`config.mk`:
```
export PLATFORM = sky130hd
export DESIGN_NAME = esd_multichannel_ctrl_flat
export DESIGN_NICKNAME = d
export VERILOG_FILES = /design/src/rtl/esd_multichannel_ctrl_if.sv /design/src/rtl/esd_multichannel_ctrl.sv /design/src/flat_wrapper.sv
export SDC_FILE = /design/constraint.sdc
export NUM_CORES = 1
export LEC_CHECK = 0
export CAP_MARGIN = 20
export CORE_MARGIN = 4
export CORE_UTILIZATION = 41
export DETAILED_ROUTE_END_ITERATION = 12
export GPL_ROUTABILITY_DRIVEN = 0
export PLACE_DENSITY = 0.55
export SETUP_SLACK_MARGIN = 0.2
export SLEW_MARGIN = 30
export SYNTH_ARGS = -nofsm -noshare
export SYNTH_HDL_FRONTEND = slang
export SYNTH_SLANG_ARGS = --single-unit
```
`constraint.sdc`:
```
create_clock -name clk -period 6.25 [get_ports clk]
set_clock_uncertainty 0.05 [all_clocks]
set_input_delay 1.25 -clock clk [delete_from_list [all_inputs] [get_ports clk]]
set_output_delay 1.25 -clock clk [all_outputs]
set_load 0.005 [all_outputs]
```
`src/rtl/esd_multichannel_ctrl_if.sv`:
```
// esd_multichannel_ctrl_if: panel-side pins and controller status outputs.
// The controller takes the slave modport; the panel/driver side takes master.
interface esd_multichannel_ctrl_if #(
    parameter int N_ESTOP = 4
);
    logic [N_ESTOP-1:0] estop_n;
    logic               ack_n;
    logic               wdg_kick;
    logic               wdg_en;
    logic               shutdown;
    logic               led;
    logic [N_ESTOP+1:0] fault_cause;
    logic [1:0]         state;
    logic               ack_rejected;

    modport master (
        output estop_n, ack_n, wdg_kick, wdg_en,
        input  shutdown, led, fault_cause, state, ack_rejected
    );

    modport slave (
        input  estop_n, ack_n, wdg_kick, wdg_en,
        output shutdown, led, fault_cause, state, ack_rejected
    );
endinterface

```
`src/rtl/esd_multichannel_ctrl.sv`:
```
// esd_multichannel_ctrl: N-channel emergency-shutdown controller with fast
// E-STOP trip, debounced release/ACK, watchdog and RUN blink LED.
module esd_multichannel_ctrl #(
    parameter int N_ESTOP         = 4,
    parameter int SYNC_STAGES     = 2,
    parameter int DEBOUNCE_CYC    = 1000,
    parameter int WDG_TIMEOUT_CYC = 25_000_000,
    parameter int BLINK_HALF_CYC  = 12_500_000
) (
    input logic                    clk,
    input logic                    rst_n,
    esd_multichannel_ctrl_if.slave bus
);
    localparam int NS = N_ESTOP + 3;
    localparam int DW = $clog2(DEBOUNCE_CYC + 1);
    localparam int WW = $clog2(WDG_TIMEOUT_CYC + 1);
    localparam int BW = $clog2(BLINK_HALF_CYC + 1);
    localparam logic [DW-1:0] DB_LAST    = DW'(DEBOUNCE_CYC - 1);
    localparam logic [WW-1:0] WDG_LAST   = WW'(WDG_TIMEOUT_CYC - 1);
    localparam logic [BW-1:0] BLINK_LAST = BW'(BLINK_HALF_CYC - 1);
    localparam logic [NS-1:0] SYNC_IDLE  = {1'b0, 1'b1, {N_ESTOP{1'b1}}};
    localparam logic [N_ESTOP+1:0] CAUSE_POR = {1'b1, 1'b0, {N_ESTOP{1'b0}}};

    typedef enum logic [1:0] {
        SAFE = 2'b00,
        RUN  = 2'b01,
        TRIP = 2'b10
    } state_e;

    logic [NS-1:0]      sync_q [SYNC_STAGES];
    logic [N_ESTOP-1:0] estop_s;
    logic               ack_s;
    logic               kick_s;

    logic [N_ESTOP-1:0] active_q, active_d, active_now;
    logic [DW-1:0]      rel_cnt_q [N_ESTOP];
    logic [DW-1:0]      rel_cnt_d [N_ESTOP];
    logic               ack_db_q, ack_db_d;
    logic [DW-1:0]      ack_cnt_q, ack_cnt_d;
    logic               kick_prev_q;
    logic               ack_evt, kick_evt, wdg_exp;

    state_e             state_q, state_d;
    logic [N_ESTOP+1:0] cause_q, cause_d;
    logic [WW-1:0]      wdg_q, wdg_d;
    logic [BW-1:0]      blink_q, blink_d;
    logic               led_q, led_d;
    logic               shut_q, shut_d;
    logic               rej_q, rej_d;

    assign estop_s = sync_q[SYNC_STAGES-1][N_ESTOP-1:0];
    assign ack_s   = sync_q[SYNC_STAGES-1][N_ESTOP];
    assign kick_s  = sync_q[SYNC_STAGES-1][N_ESTOP+1];

    // Assertion is taken straight from the synchroniser; only release waits.
    always_comb begin
        active_d = active_q;
        for (int i = 0; i < N_ESTOP; i++) begin
            rel_cnt_d[i] = '0;
            if (!estop_s[i]) begin
                active_d[i] = 1'b1;
            end else if (active_q[i]) begin
                if (rel_cnt_q[i] == DB_LAST) active_d[i] = 1'b0;
                else rel_cnt_d[i] = rel_cnt_q[i] + 1'b1;
            end
        end
    end

    always_comb begin
        ack_db_d  = ack_db_q;
        ack_cnt_d = '0;
        if (ack_s != ack_db_q) begin
            if (ack_cnt_q == DB_LAST) ack_db_d = ack_s;
            else ack_cnt_d = ack_cnt_q + 1'b1;
        end
    end

    assign ack_evt    = ~ack_db_q & ack_db_d;
    assign kick_evt   = kick_s & ~kick_prev_q;
    assign active_now = active_q | ~estop_s;
    assign wdg_exp    = (state_q == RUN) && bus.wdg_en &&
                        (wdg_q == WDG_LAST) && !kick_evt;

    always_ff @(posedge clk or negedge rst_n) begin
        if (!rst_n) begin
            state_q <= SAFE;
        end else begin
            state_q <= state_d;
        end
    end

    // A cause present in the ACK cycle blocks RUN even before active_q sees it.
    always_comb begin
        state_d = state_q;
        case (state_q)
            RUN:        if (|active_now || wdg_exp) state_d = TRIP;
            SAFE, TRIP: if (ack_evt && active_now == '0) state_d = RUN;
            default:    state_d = SAFE;
        endcase
    end

    always_comb begin
        cause_d = cause_q;
        rej_d   = 1'b0;
        wdg_d   = '0;
        blink_d = '0;
        led_d   = 1'b1;
        shut_d  = (state_d != RUN);
        if (state_q == RUN && bus.wdg_en && !kick_evt) wdg_d = wdg_q + 1'b1;
        if (state_q == RUN && state_d == TRIP) begin
            cause_d = cause_q | {1'b0, wdg_exp, active_now};
        end else if (state_q != RUN && state_d == RUN) begin
            cause_d = '0;
        end else if (state_q == TRIP) begin
            cause_d = cause_q | {2'b00, active_now};
        end
        if (state_q != RUN && ack_evt && active_now != '0) rej_d = 1'b1;
        if (state_d == RUN) begin
            led_d = 1'b0;
            if (state_q == RUN) begin
                led_d = led_q;
                if (blink_q == BLINK_LAST) led_d = ~led_q;
                else blink_d = blink_q + 1'b1;
            end
        end
    end

    always_ff @(posedge clk or negedge rst_n) begin
        if (!rst_n) begin
            for (int s = 0; s < SYNC_STAGES; s++) sync_q[s] <= SYNC_IDLE;
            for (int i = 0; i < N_ESTOP; i++) rel_cnt_q[i] <= '0;
            active_q    <= '0;
            ack_db_q    <= 1'b1;
            ack_cnt_q   <= '0;
            kick_prev_q <= 1'b0;
            cause_q     <= CAUSE_POR;
            wdg_q       <= '0;
            blink_q     <= '0;
            led_q       <= 1'b1;
            shut_q      <= 1'b1;
            rej_q       <= 1'b0;
        end else begin
            sync_q[0] <= {bus.wdg_kick, bus.ack_n, bus.estop_n};
            for (int s = 1; s < SYNC_STAGES; s++) sync_q[s] <= sync_q[s-1];
            for (int i = 0; i < N_ESTOP; i++) rel_cnt_q[i] <= rel_cnt_d[i];
            active_q    <= active_d;
            ack_db_q    <= ack_db_d;
            ack_cnt_q   <= ack_cnt_d;
            kick_prev_q <= kick_s;
            cause_q     <= cause_d;
            wdg_q       <= wdg_d;
            blink_q     <= blink_d;
            led_q       <= led_d;
            shut_q      <= shut_d;
            rej_q       <= rej_d;
        end
    end

    assign bus.shutdown     = shut_q;
    assign bus.led          = led_q;
    assign bus.fault_cause  = cause_q;
    assign bus.state        = state_q;
    assign bus.ack_rejected = rej_q;
endmodule

```
`src/flat_wrapper.sv`:
```
// flat-port wrapper written by rule: the top's interface ports become plain ports
module esd_multichannel_ctrl_flat 
#(
    parameter int N_ESTOP         = 4,
    parameter int SYNC_STAGES     = 2,
    parameter int DEBOUNCE_CYC    = 1000,
    parameter int WDG_TIMEOUT_CYC = 25_000_000,
    parameter int BLINK_HALF_CYC  = 12_500_000
)
  (clk, rst_n, bus_estop_n, bus_ack_n, bus_wdg_kick, bus_wdg_en, bus_shutdown, bus_led, bus_fault_cause, bus_state, bus_ack_rejected);
  esd_multichannel_ctrl_if #(.N_ESTOP(N_ESTOP)) bus_i ();
  input logic clk;
  input logic rst_n;
  input wire logic [$bits(bus_i.estop_n)-1:0] bus_estop_n;
  input wire logic [$bits(bus_i.ack_n)-1:0] bus_ack_n;
  input wire logic [$bits(bus_i.wdg_kick)-1:0] bus_wdg_kick;
  input wire logic [$bits(bus_i.wdg_en)-1:0] bus_wdg_en;
  output wire logic [$bits(bus_i.shutdown)-1:0] bus_shutdown;
  output wire logic [$bits(bus_i.led)-1:0] bus_led;
  output wire logic [$bits(bus_i.fault_cause)-1:0] bus_fault_cause;
  output wire logic [$bits(bus_i.state)-1:0] bus_state;
  output wire logic [$bits(bus_i.ack_rejected)-1:0] bus_ack_rejected;
  assign bus_i.estop_n = bus_estop_n;
  assign bus_i.ack_n = bus_ack_n;
  assign bus_i.wdg_kick = bus_wdg_kick;
  assign bus_i.wdg_en = bus_wdg_en;
  assign bus_shutdown = bus_i.shutdown;
  assign bus_led = bus_i.led;
  assign bus_fault_cause = bus_i.fault_cause;
  assign bus_state = bus_i.state;
  assign bus_ack_rejected = bus_i.ack_rejected;
  esd_multichannel_ctrl #(.N_ESTOP(N_ESTOP), .SYNC_STAGES(SYNC_STAGES), .DEBOUNCE_CYC(DEBOUNCE_CYC), .WDG_TIMEOUT_CYC(WDG_TIMEOUT_CYC), .BLINK_HALF_CYC(BLINK_HALF_CYC)) u_core (.clk(clk), .rst_n(rst_n), .bus(bus_i));
endmodule
```
==> results_dict.tcl <==
set metrics [dict create \
    worst-r2r-cell-count 6 \
    report.final.slew_viol_count 0 \
    postSynthAreaPerCell_um2 10.0 \
    diodes 0 \
    hold_viol_final 0 \
    antenna_found_initial 0 \
    firstDrtPassIters 5 \
    rsz0062_at_grt "no" \
    grt_max_degree 73 \
    ir_drop_v 0.000183 \
    post-route-period-util_pct 47.0 \
    crit_type "in2reg" \
    crit_arrival_ps 3240 \
    drv_cap 0 \
    yosysUniqueCellTypes 47 \
    cts-htree-levels 4 \
    setup_tns_ps 0 \
    nNetsFinal 637 \
    worstMarginPinSlew_ps 776 \
    start_util_pct 42.5 \
    ys_seq_elements 128 \
    synthFlopType "dfrtp_1" \
    dieArea_mm2 0.0165 \
    first_iter_violations 209 \
    wl_mm 11.7 \
    status "complete, no violations" \
    track_usage_pct 15.3 \
    ys_seq_area_share_pct 54.0 \
    io_pins 20 \
    cts_hold_buffers 0 \
    clockRootBuffer "clkbuf_16" \
    cp_slowest_stage_delay_ps 610 \
    yosys_warnings 0 \
    cp_max_fo 27 \
    fp.dieH_um 129 \
    core_area_mm2 0.0140 \
    drive_gt1_share_pct 8.99 \
    synth_edf_count 0 \
    hp-class "reg2reg" \
    grt.overflow.total 0 \
    hpwl_mm 7.95 \
    portBuffers 19 \
    critPathSlowestCell "a311o_2" \
    fin_crit_ps 2940 \
    vias 4331 \
    required_ps 6550 \
    clk_pin_slew_worst_paths_ps 60 \
    cts.repair.resized 0 \
    clk_path_buf_depth 2 \
    fill_cells 1283 \
    wl_per_cell_um 14.3 \
    fin_util_pct 49.2 \
    fmax_mhz 340 \
    final_antenna_net_count 0 \
    timing.critical_path.buf_inv 1 \
    finalSetupViolCount 0 \
    syn_inst 594 \
    grt_pass1_wl_mm 20.1 \
    grt_pass1_vias 4222 \
    syn-cell-area_mm2 0.00596 \
    cp.depth 5 \
    drc 0 \
    p_per_area_mw_per_mm2 265 \
    core.rowCount 43 \
    final_cell_mix "dfrtp_1 (114), nor2_1 (79), nand2_1 (58)" \
    cp-end-kind "flip-flop" \
    post_cts_buffers 0 \
    synthesis.nets 610 \
    path_cells "clkdlybuf4s50_1 -> nand3b_1 -> nor4_1 -> a311o_2 -> a221o_1" \
    cts_tree "yes" \
    avgViaCountPerCell 5.32 \
    area_delta_synth_final_pct 15.8 \
    crit_family "compound AO/OA/AOI/OAI gates" \
    ys_async_sr_fraction_pct 100 \
    die_w_um 129 \
    cts_buffers 17 \
    layout_commonest_cell "dfrtp_1" \
    cts.sinks 128 \
    max-slew-margin-rel_pct 48.1 \
    clock_latency_ps 410 \
    leakagePower_uw 0.00263 \
    crit_path_start_kind "input port" \
    whs_path_depth 0 \
]
==> stage by stage <==
stage | setup slack (ps) | total power (uW) | hold WS (ps) | std cells | cell area [um2]
after floorplan | 3750 | 884 | 281 | 594 | 5960
after global placement | 2540 | 911 | 294 | 782 | 6330
after detailed placement | 2940 | 912 | 286 | 782 | 6330
after CTS | 3370 | 1870 | 299 | 814 | 6900
after global routing | 3210 | 1910 | 306 | 814 | 6910
final | 3310 | 1830 | 296 | 814 | 6910
==> Yosys cell counts, types with 2 or more instances <==
cell      count  area share, %
dfrtp_1     114             48
nor2_1       79            5.0
nand2_1      58            3.7
xnor2_1      40            5.9
nor3_1       34            2.9
nand3_1      29            2.4
nand4_1      26            2.7
xor2_1       22            3.2
or3_1        19            2.0
o21ai_0      15            1.3
dfstp_2      14            6.2
inv_1        14           0.88
nor4_1       13            1.4
a21oi_1      10           0.84
or4_1        10            1.3
a211oi_1      9            1.1
nand2b_1      9           0.94
clkbuf_1      8           0.50
and2_1        7           0.73
ha_1          7            1.5
mux2i_1       7            1.2
and4_1        6           0.88
and3_1        5           0.52
o211ai_1      5           0.63
o31ai_1       5           0.63
buf_2         3           0.25
nor2b_1       3           0.31
nor3b_1       2           0.25
or2_2         2           0.21
or4_4         2           0.38
==> logic make-up after synthesis <==
group,Yosys count,share of synthesized area [%]
and+or+nand+nor,313,26.9
AOI/OAI and AO/OA,50,5.45
adders and majority gates,7,1.47
muxes,7,1.17
buffers and inverters,27,1.89
xor gates and xnor gates,62,9.10
DFF,128,54.0
==> flip-flops by register name, indices dropped and copies added, names as in the netlist <==
name / count
u_core.rel_cnt_q: 40
u_core.wdg_q: 25
u_core.blink_q: 24
u_core.ack_cnt_q: 10
u_core.bus.fault_cause: 6
u_core.sync_q: 6
u_core.active_q: 4
u_core.estop_s: 4
u_core.bus.state: 2
u_core.ack_db_q: 1
u_core.ack_s: 1
u_core.bus.ack_rejected: 1
u_core.bus.led: 1
u_core.bus.shutdown: 1
u_core.kick_prev_q: 1
u_core.kick_s: 1
==> worst paths after layout <==
check | start | end | slack, ps
setup / recovery | bus_wdg_en | u_core.bus.led | 3310
hold / removal | u_core.sync_q[12] | u_core.kick_s | 300
setup reg to reg | u_core.blink_q[0] | u_core.blink_q[19] | 3560
hold reg to reg | u_core.sync_q[12] | u_core.kick_s | 300
max in group asynchronous | rst_n | u_core.blink_q[8] | 4230
min in group asynchronous | rst_n | u_core.wdg_q[2] | 840
==> final cells by class <==
type                       instances  area, um2  area share (%)
timing repair buffer              21        206            2.99
inverter                          14       52.6           0.761
sequential                       128       3220            46.6
clock inverter                    12        111            1.61
tap                              180        225            3.26
multi-input combinational        439       2630            38.1
clock buffer                      20        457            6.61
==> metal layers <==
metal,GRT usage [%],up-vias,part of all wire (%)
met5,0,-,0
met3,4.69,11,3.7
met1,20.2,2116,48
met4,5.37,0,1.1
li1,-,2151,-
met2,23.9,53,47
==> power by group <==
| group | switching [uW] | internal [uW] | leakage (uW) |
|---|---|---|---|
| Clock | 368 | 568 | 0.000261 |
| Sequential | 8.74 | 844 | 0.00169 |
| Combinational | 29.7 | 13.7 | 0.000672 |
| Total | 407 | 1430 | 0.00263 |
(Power assumes the default switching activity.)
